<file path="config.mk">
export PLATFORM = sky130hd
export DESIGN_NAME = program_loader
export DESIGN_NICKNAME = d
export VERILOG_FILES = /design/src/rtl/program_loader.sv
export SDC_FILE = /design/constraint.sdc
export NUM_CORES = 1
export LEC_CHECK = 0
export CAP_MARGIN = 20
export CORE_UTILIZATION = 50
export CTS_CLUSTER_SIZE = 40
export DETAILED_ROUTE_END_ITERATION = 10
export PLACE_DENSITY = 0.75
export SETUP_SLACK_MARGIN = 0.05
export SYNTH_ARGS = -nofsm -noshare
export SYNTH_HDL_FRONTEND = slang
export SYNTH_SLANG_ARGS = --single-unit
</file>
<file path="constraint.sdc">
create_clock -name clk -period 2.5 [get_ports clk]
set_input_delay 0.5 -clock clk [delete_from_list [all_inputs] [get_ports clk]]
set_output_delay 0.5 -clock clk [all_outputs]
set_load 0.02 [all_outputs]
</file>
<file path="src/rtl/program_loader.sv">
// Boot-time instruction loader: count header + big-endian words -> program memory writes.
// Optional trailing XOR checksum byte when PROGRAM_LOADER_CHECKSUM_EN is defined.
module program_loader #(
    parameter int                    MEMORY_DEPTH = 1024,
    parameter int                    DATA_WIDTH   = 32,
    parameter logic [DATA_WIDTH-1:0] BASE_ADDRESS = 32'h00400000
) (
    input  logic                  clk,
    input  logic                  reset,
    input  logic                  start,
    input  logic                  byte_valid,
    input  logic [7:0]            byte_data,
    output logic                  byte_ready,
    output logic                  MemWrite,
    output logic [DATA_WIDTH-1:0] WriteAddress,
    output logic [DATA_WIDTH-1:0] WriteData,
    output logic                  Busy,
    output logic                  Done,
    output logic                  Error
);

    typedef enum logic [2:0] {
        IDLE, LEN_HI, LEN_LO, DATA, WRITE, CHECK, DONE, ERROR
    } state_t;

    state_t      state, next;
    logic [7:0]  count_hi;
    logic [15:0] count, index;
    logic [1:0]  bcnt;
    logic [31:0] asm_q;
    logic [15:0] n_rx;
    logic        bad_count, last_word;
`ifdef PROGRAM_LOADER_CHECKSUM_EN
    logic [7:0]  csum;
`endif

    assign n_rx      = {count_hi, byte_data};
    assign bad_count = (n_rx == 16'd0) || ({1'b0, n_rx} > 17'(MEMORY_DEPTH));
    assign last_word = (index == count - 16'd1);

    // byte_ready never depends on byte_valid, so byte_valid alone marks a transfer
    always_comb begin
        next       = state;
        byte_ready = 1'b0;
        MemWrite   = 1'b0;
        Busy       = 1'b1;
        Done       = (state == DONE);
        Error      = (state == ERROR);
        case (state)
            IDLE, DONE, ERROR: begin
                Busy = 1'b0;
                if (start) next = LEN_HI;
            end
            LEN_HI: begin
                byte_ready = 1'b1;
                if (byte_valid) next = LEN_LO;
            end
            LEN_LO: begin
                byte_ready = 1'b1;
                if (byte_valid) next = bad_count ? ERROR : DATA;
            end
            DATA: begin
                byte_ready = 1'b1;
                if (byte_valid && bcnt == 2'd3) next = WRITE;
            end
            WRITE: begin
                MemWrite = 1'b1;
`ifdef PROGRAM_LOADER_CHECKSUM_EN
                next = last_word ? CHECK : DATA;
`else
                next = last_word ? DONE : DATA;
`endif
            end
`ifdef PROGRAM_LOADER_CHECKSUM_EN
            CHECK: begin
                byte_ready = 1'b1;
                if (byte_valid) next = (byte_data == csum) ? DONE : ERROR;
            end
`endif
            default: next = IDLE;
        endcase
    end

    always_ff @(posedge clk) begin
        if (reset) begin
            state        <= IDLE;
            count_hi     <= '0;
            count        <= '0;
            index        <= '0;
            bcnt         <= '0;
            asm_q        <= '0;
            WriteAddress <= BASE_ADDRESS;
            WriteData    <= '0;
`ifdef PROGRAM_LOADER_CHECKSUM_EN
            csum         <= '0;
`endif
        end else begin
            state <= next;
            case (state)
                IDLE, DONE, ERROR: begin
                    if (start) begin
                        index <= '0;
                        bcnt  <= '0;
`ifdef PROGRAM_LOADER_CHECKSUM_EN
                        csum  <= '0;
`endif
                    end
                end
                LEN_HI: if (byte_valid) count_hi <= byte_data;
                LEN_LO: if (byte_valid) count <= n_rx;
                DATA: begin
                    if (byte_valid) begin
                        asm_q <= {asm_q[23:0], byte_data};
                        bcnt  <= bcnt + 2'd1;
`ifdef PROGRAM_LOADER_CHECKSUM_EN
                        csum  <= csum ^ byte_data;
`endif
                        // address/data latched here so they are stable for the whole WRITE cycle and after
                        if (bcnt == 2'd3) begin
                            WriteAddress <= BASE_ADDRESS + DATA_WIDTH'({index, 2'b00});
                            WriteData    <= DATA_WIDTH'({asm_q[23:0], byte_data});
                        end
                    end
                end
                WRITE: index <= index + 16'd1;
                default: ;
            endcase
        end
    end

endmodule

</file>
# After elaboration in Yosys (flattened, before gate mapping)
# Index checks and enable logic that the tools add are counted.
# classes
n_addsub,4
n_lt_le_gt_ge,1
eq_ne,13
n_mux,15
reduce_logical,15
# ops
op,count
16-bit case mux with 2 select lines,1
"23-bit by 18-bit adder with 24-bit output, first input constant",1
3-bit 2-to-1 mux,6
"16-bit by 1-bit adder with 16-bit output, second input constant",1
16-bit equality test,1
"16-bit by 11-bit > comparator with 1-bit output, second input constant",1
16-bit zero test,1
16-bit 2-to-1 mux,1
"16-bit by 1-bit subtractor with 16-bit output, second input constant",1
3-bit case mux with 5 select lines,1
"2-bit != test, second input constant",5
"3-bit equality test, second input constant",3
2-bit AND reduction,4
"3-bit by 2-bit equality test with 1-bit output, second input constant",2
3-bit AND reduction,2
3-bit OR reduction,2
2-bit 2-to-1 mux,2
2-bit case mux with 2 select lines,1
4-bit AND reduction,1
2-bit nonzero test,2
"3-bit by 1-bit equality test with 1-bit output, second input constant",1
3-bit zero test,1
1-bit 2-to-1 mux,3
"2-bit by 1-bit adder with 2-bit output, second input constant",1
3 further kinds,3
# word_totals
register_bits,133
inputBits,12
out_inout_bits,69
elab_cells,56

# Depth between registers and ports, before layout
# Gate-level depths: netlist of the first run.
# logic_depth
word_depth,5
ltp_mapped,9
depth_no_buf,8

# Worst setup path before layout of the first run
# Ideal clock, no wire load.
# synth_timing
kind,register to register
from,register count[6]
to,register state[0]
setup_time_ns,0.145
arrival_time_ns,1.865
required_ns,2.355
path_slack_ns,0.490
stages_incl_launch_ff,8
n_path_buf,1
period_less_slack_ns,2.010
cell_sequence,dfxtp_1 buf_6 or4_1 or4_1 o22ai_2 a311oi_1 a211oi_2 a41oi_1
# synth_between
elab_chain_cells,4
# synth_rtl
element,line,text
"start, declared",28,"logic [15:0] count, index;"
"start signal, assigned",110,LEN_LO: if (byte_valid) count <= n_rx;
16-bit by 1-bit subtractor with 16-bit output,39,assign last_word = (index == count - 16'd1);
16-bit equality test,39,
3-bit 2-to-1 mux,71,next = last_word ? DONE : DATA;
3-bit case mux with 5 select lines,49,case (state)
"end signal, assigned",98,state <= next;
"end, declared",26,"state_t state, next;"
# Every way passes these cells.
# A chain may end at the register's enable or synchronous reset.

# Worst setup path in the final report of the first run
# layout_timing
from,register state[1]
to,output port Error
# layout_between
elab_chain_cells,1
# layout_rtl
element,line,text
3-bit equality test,48,Error = (state == ERROR);
"end, declared",19,output logic Error
# Every way passes these cells.

==> results of run 1 <==
==> metal layers <==
| layer | up-vias | part of all wire [%] |
|---|---|---|
| li1 | 2388 | - |
| met2 | 158 | 50 |
| met4 | 0 | 2.0 |
| met5 | - | 0 |
| met1 | 2259 | 44 |
| met3 | 23 | 4.8 |
==> layout make-up <==
cell class | instances | area (um2)
Timing Repair Buffer | 86 | 799.5
Multi-Input combinational cell | 515 | 2575
Tap cell | 133 | 166.4
Clock buffer | 19 | 431.7
Sequential cell | 117 | 2344
Inverter | 8 | 30.03
Clock inverter | 13 | 171.4
Fill cell | 871 | 3437
==> per-stage QoR <==
stage | worst slack [ps] | area [um2] | power [uW] | hold slack, ps
after global routing | 108.6 | 6518 | 4853 | 475.4
final | 161.1 | 6518 | 4719 | 453.8
after floorplan | 490.0 | 5260 | 2196 | 432.1
after CTS | 76.23 | 6516 | 4738 | 455.3
after global placement | 285.5 | 5912 | 2280 | 444.1
after detailed placement | 238.7 | 5912 | 2287 | 446.9
==> cells in the final DEF (no fill, tap or decap), types with 4 or more instances in the layout <==
cell,synthesis,routed
nand4_1,4,4
xor2_1,11,11
a21oi_1,105,105
mux2_2,5,5
a31oi_1,5,5
inv_1,8,8
clkbuf_16,0,16
clkinv_4,0,4
dfxtp_1,117,116
nand2b_1,4,4
nor2_1,34,33
conb_1,2,16
and3_1,4,4
or4_1,4,4
nand2_1,224,224
nor4_1,7,7
buf_4,17,23
o21ai_0,12,12
a311oi_1,6,6
nor3_1,10,10
nand3_1,15,15
clkdlybuf4s50_1,0,60
xnor2_1,12,12
==> synthesized netlist by cell type (5+ instances only) <==
library cell / number / area (um2)
nor2_1: 34 / 127.6
nand2_1: 224 / 840.8
clkbuf_1: 47 / 176.4
inv_1: 8 / 30.03
a21oi_1: 105 / 525.5
nor3_1: 10 / 50.05
xor2_1: 11 / 96.34
buf_4: 17 / 127.6
a311oi_1: 6 / 52.55
xnor2_1: 12 / 105.1
nand3_1: 15 / 75.07
a31oi_1: 5 / 31.28
mux2_2: 5 / 56.30
o21ai_0: 12 / 60.06
dfxtp_1: 117 / 2342
nor4_1: 7 / 43.79
==> worst max-delay path by stage <==
stage,start,to,slack [ps],cells after the start
6_report,state[1],Error,160,3
4_1_cts,state[1],Error,80,3
3_3_place_gp,count[6],state[0],290,6
3_5_place_dp,byte_valid,WriteData[12],240,7
2_1_floorplan,count[6],state[0],490,7
5_1_grt,state[2],MemWrite,110,4
==> power breakdown <==
| group | internal [uW] | switching [uW] |
|---|---|---|
| clock | 1560 | 909 |
| sequential | 1880 | 23.0 |
| combinational | 126 | 219 |
==> what timing repair did <==
action,in CTS,in global routing
setup endpoints to repair,3,2
setup buffers,0,0
resized for setup,4,1
==> flip-flops by register name (all words and copies together), names as in the netlist <==
signal / flops
asm_q: 24
count_hi: 8
WriteAddress: 16
count: 16
index: 16
WriteData: 32
state: 3
bcnt: 2
==> worst register-to-register path, stage by stage (launching register included) <==
cell      delay (ps)
dfxtp_1          410
or4_1            570
or4_1            510
o22ai_2          110
a311oi_1          80
a211oi_2         300
a41oi_1          160
==> cell families after synthesis <==
| group | count (synthesis) | synth area share, % |
|---|---|---|
| simple gates | 323 | 26.72 |
| compound gates | 145 | 15.76 |
| flops | 117 | 44.98 |
| buf+inv | 74 | 6.727 |
| xor+xnor | 23 | 3.868 |
| mux | 5 | 1.081 |
| fa+ha+maj | 3 | 0.7209 |
| other cells | 2 | 0.1442 |
==> flow_summary.json, run 1 <==
{
  "ir_worst_vdd_mv": 0.4779,
  "final.setup_skew_ps": 13.46,
  "drv_slew": 0,
  "ant_nets": 0,
  "worstPathArrival_ps": 1840,
  "overflow": 0,
  "hold_viol": 0,
  "drive_above_1_share_pct": 9.367,
  "instances_no_fill": 891,
  "critical_path_class": "reg -> out",
  "period_share_pct": 93.56,
  "rsz0062_at_grt": "false",
  "slowest_stage": "clkdlybuf4s50_1",
  "hold_start": "asm_q[18]",
  "grt_usage_pct": 24.75,
  "syn_area_um2": 5207,
  "synth_edf_count": 0,
  "synth-main-ff-cell": "dfxtp_1",
  "netlist_instances": 692,
  "holdPathStages": 2,
  "use_met3_pct": 4.574,
  "grt_util_met2_pct": 42.19,
  "antenna_found_initial": 0,
  "hold_end": "asm_q[18]",
  "dp_cells": 859,
  "r2r-end": "state[0]",
  "clk-insertion-delay-late_ps": 520,
  "crit_required_ps": 2000,
  "hpwl_um": 8961,
  "synth_area_per_cell_um2": 7.525,
  "cp_max_fo": 8,
  "critPathCaptureType": "output port",
  "top_usage_layer": "met2",
  "critPathBufInv": 2,
  "startpoint_type": "flop",
  "final_nets": 760,
  "pin_count": 81,
  "clock_tree.buffer_depth": 2,
  "yosysSeqAreaShare_pct": 44.98,
  "syn2layout_area_growth_pct": 25.16,
  "root_buffer": "clkbuf_8",
  "min_period_ps": 2339,
  "drt_first_pass_iters": 5,
  "hold_class": "reg -> reg",
  "die_w_um": 104.1,
  "clock-sinks": 117,
  "status": "finished clean",
  "wl_per_cell_um": 14.77,
  "cts_tree": "yes",
  "powerDensity_nw_per_um2": 724.1,
  "slew_headroom_pct": 54.15,
  "max-cap-violations": 0,
  "cts_max_level": 4,
  "clkTransAtPathRegs_ps": 60,
  "routed_wl_um": 13160,
  "grt_use_met1_pct": 30.46,
  "async_flop_share_pct": 0,
  "die_height_um": 104.1,
  "r2r_setup_slack_ps": 230,
  "port-buffer-count": 64,
  "grt_first_pass_wirelength_um": 21490,
  "worst_pin_slew_ps": 685.7,
  "drtIter0Drc": 280,
  "grt_pass1_vias": 4584,
  "vias_per_cell": 5.419,
  "ys_warn_count": 0,
  "reg2reg_depth": 6,
  "diodes": 0,
  "max_freq_mhz": 427.5,
  "final.setup.tns_ps": 0,
  "start_util_pct": 52.31,
  "gp_congestion": 0.8723,
  "yosys_register_bits": 117,
  "r2r_start": "count[6]",
  "cp_top_family": "buffers and inverters",
  "dieArea_um2": 10830,
  "hold_buffers": 0,
  "via_count": 4828,
  "path_cells": "buf_4, and3_1, clkdlybuf4s50_1",
  "p_leak_uw": 0.002294,
  "num_rows": 36,
  "grt_max_degree": 67,
  "ys_types": 50,
  "slowest_delay_ps": 600,
  "core-area_um2": 9955,
  "drc": 0,
  "final_util_pct": 65.47,
  "cts_inserted_buffers": 17,
  "setup_viol": 0
}
(Power assumes the default switching activity.)
==> run 2, diff against run 1 <==
ABC_AREA = 0   (was not set)
REMOVE_ABC_BUFFERS = 1   (was not set)
==> run 2 against run 1 <==
First-iteration DRC count is 16% lower. Wire length is 2.2% lower. Non-clock buffer count stayed put. Critical endpoint is now MemWrite. Final cell count stayed put. Largest cell class unchanged. Highest routed layer unchanged. Final area is 0.96% higher. Fmax is 0.58% lower. Via count is 1.2% higher. Sequential share of layout area is 0.34 points lower. Register-to-register slack better by 50 ps.
==> flow_summary.json, run 2 (synthesis results as in run 1) <==
{
  "final_util_pct": 66.10,
  "cts_setup_buffers": 0,
  "hpwl_um": 8531,
  "cp-endpoint": "MemWrite",
  "root_buffer": "clkbuf_8",
  "gp_congestion": 0.8419,
  "clock-sinks": 117,
  "slowest_delay_ps": 450,
  "reg2reg_depth": 8,
  "grt_max_degree": 73,
  "clock_tree.buffer_depth": 2,
  "setup_viol": 0,
  "instances_no_fill": 891,
  "powerDensity_nw_per_um2": 743.0,
  "drive_above_1_share_pct": 9.367,
  "grt_pass1_vias": 4474,
  "vias_per_cell": 5.486,
  "grt_use_met1_pct": 29.47,
  "num_rows": 36,
  "worst_pin_slew_ps": 622.7,
  "cp_max_fo": 5,
  "worstPathArrival_ps": 1850,
  "status": "finished clean",
  "final.setup_skew_ps": 9.433,
  "drv_slew": 0,
  "core-area_um2": 9955,
  "reg_top3": "WriteData x32, asm_q x24",
  "ant_nets": 0,
  "fillerInstances": 844,
  "cts_max_level": 4,
  "final.setup.tns_ps": 0,
  "grt_first_pass_wirelength_um": 21250,
  "pin_count": 81,
  "cp_top_family": "buffers and inverters",
  "start_util_pct": 52.31,
  "hold_buffers": 0,
  "dieArea_um2": 10830,
  "slowest_stage": "or3_1",
  "rsz0062_at_grt": "false",
  "startpoint_type": "flop",
  "die_w_um": 104.1,
  "ir_worst_vdd_mv": 0.5436,
  "use_met3_pct": 7.957,
  "layout_common_cells": "nand2_1, dfxtp_1, a21oi_1, clkdlybuf4s50_1, nor2_1",
  "hold_viol": 0,
  "via_count": 4888,
  "grt_usage_pct": 24.27,
  "clk-insertion-delay-late_ps": 520,
  "path_cells": "inv_1, or3_1, inv_1, dlygate4sd2_1",
  "critical_path_class": "reg -> out",
  "clkTransAtPathRegs_ps": 60,
  "syn2layout_area_growth_pct": 26.36,
  "critPathBufInv": 3,
  "wl_per_cell_um": 14.45,
  "crit_start": "state[2]",
  "period_share_pct": 94.10,
  "routed_wl_um": 12880,
  "final_nets": 760,
  "dp_cells": 859,
  "diodes": 0,
  "overflow": 0,
  "drt_first_pass_iters": 6,
  "max_freq_mhz": 425.1,
  "port-buffer-count": 64,
  "worst_path_most_repeated_cell": "inv_1",
  "grt_util_met2_pct": 39.81,
  "r2r_start": "state[2]",
  "final_common_cell": "nand2_1",
  "antenna_found_initial": 0,
  "top_usage_layer": "met2",
  "r2r-end": "index[15]",
  "largest_reg_flops": 32,
  "die_height_um": 104.1,
  "top_register": "WriteData",
  "critPathCaptureType": "output port",
  "slew_headroom_pct": 58.10,
  "drtIter0Drc": 234,
  "drc": 0,
  "cts_inserted_buffers": 17,
  "min_period_ps": 2353,
  "crit_required_ps": 2000,
  "cp_num_cells": 4,
  "r2r_setup_slack_ps": 280,
  "p_leak_uw": 0.002342,
  "max-cap-violations": 0,
  "p_total_uw": 4889,
  "hold_class": "in -> reg",
  "cts_tree": "yes"
}
-- run 2: changes by cell type in the layout (fill, tap and decap cells not counted), sizes merged --
cell          delta
bufinv           +2
clkinv           +2
clkinvlp         -2
dlygate4sd2      -2
dlymetal6s2s     +2
clkbuf           -1
inv              -1
-- run 2: worst min-delay path by stage --
| stage | startpoint | end | slack (ps) | depth (start not counted) |
|---|---|---|---|---|
| floorplan | asm_q[16] | WriteData[24] | 430 | 2 |
| global placement | WriteAddress[7] | WriteAddress[7] | 440 | 2 |
| detailed placement | WriteAddress[8] | WriteAddress[8] | 450 | 2 |
| CTS | reset | state[1] | 420 | 2 |
| global route | reset | state[1] | 430 | 2 |
| finish | reset | WriteData[20] | 430 | 2 |
-- run 2: what timing repair did --
action                                  CTS  global route
endpoints found under the hold margin     0             0
gates resized for setup                   2             2
endpoints found under the setup margin    2             2
-- run 2: final cells by class --
cell class              count  area (um2)  share of cell area, %
well taps                 133       166.4                  2.529
flip-flops and latches    117        2344                  35.62
repair buffers             86       819.5                  12.45
inverters                   8       30.03                 0.4564
clock inverters            14       225.2                  3.423
clock buffers              18       417.9                  6.351
multi-input cells         515        2577                  39.17
-- run 2: per-stage QoR --
stage	worst slack, ps	cell area (um2)	hold WS, ps
2_1_floorplan	-548.4	4940	426.0
3_3_place_gp	227.5	5932	440.6
3_5_place_dp	228.2	5932	446.9
4_1_cts	71.08	6575	418.0
5_1_grt	66.03	6580	434.0
6_report	147.5	6580	433.5
-- run 2: power by group --
group / internal (uW) / total, uW / switching [uW]
combinational: 128 / 343 / 215
clock: 1730 / 2640 / 906
sequential: 1880 / 1910 / 24.0
total: 3740 / 4890 / 1140
-- run 2: layer usage --
layer / vias to the layer above / wire length, um
li1: 2404 / -
met1: 2281 / 5568
met3: 30 / 812
met5: - / 0
met2: 173 / 6197
met4: 0 / 299
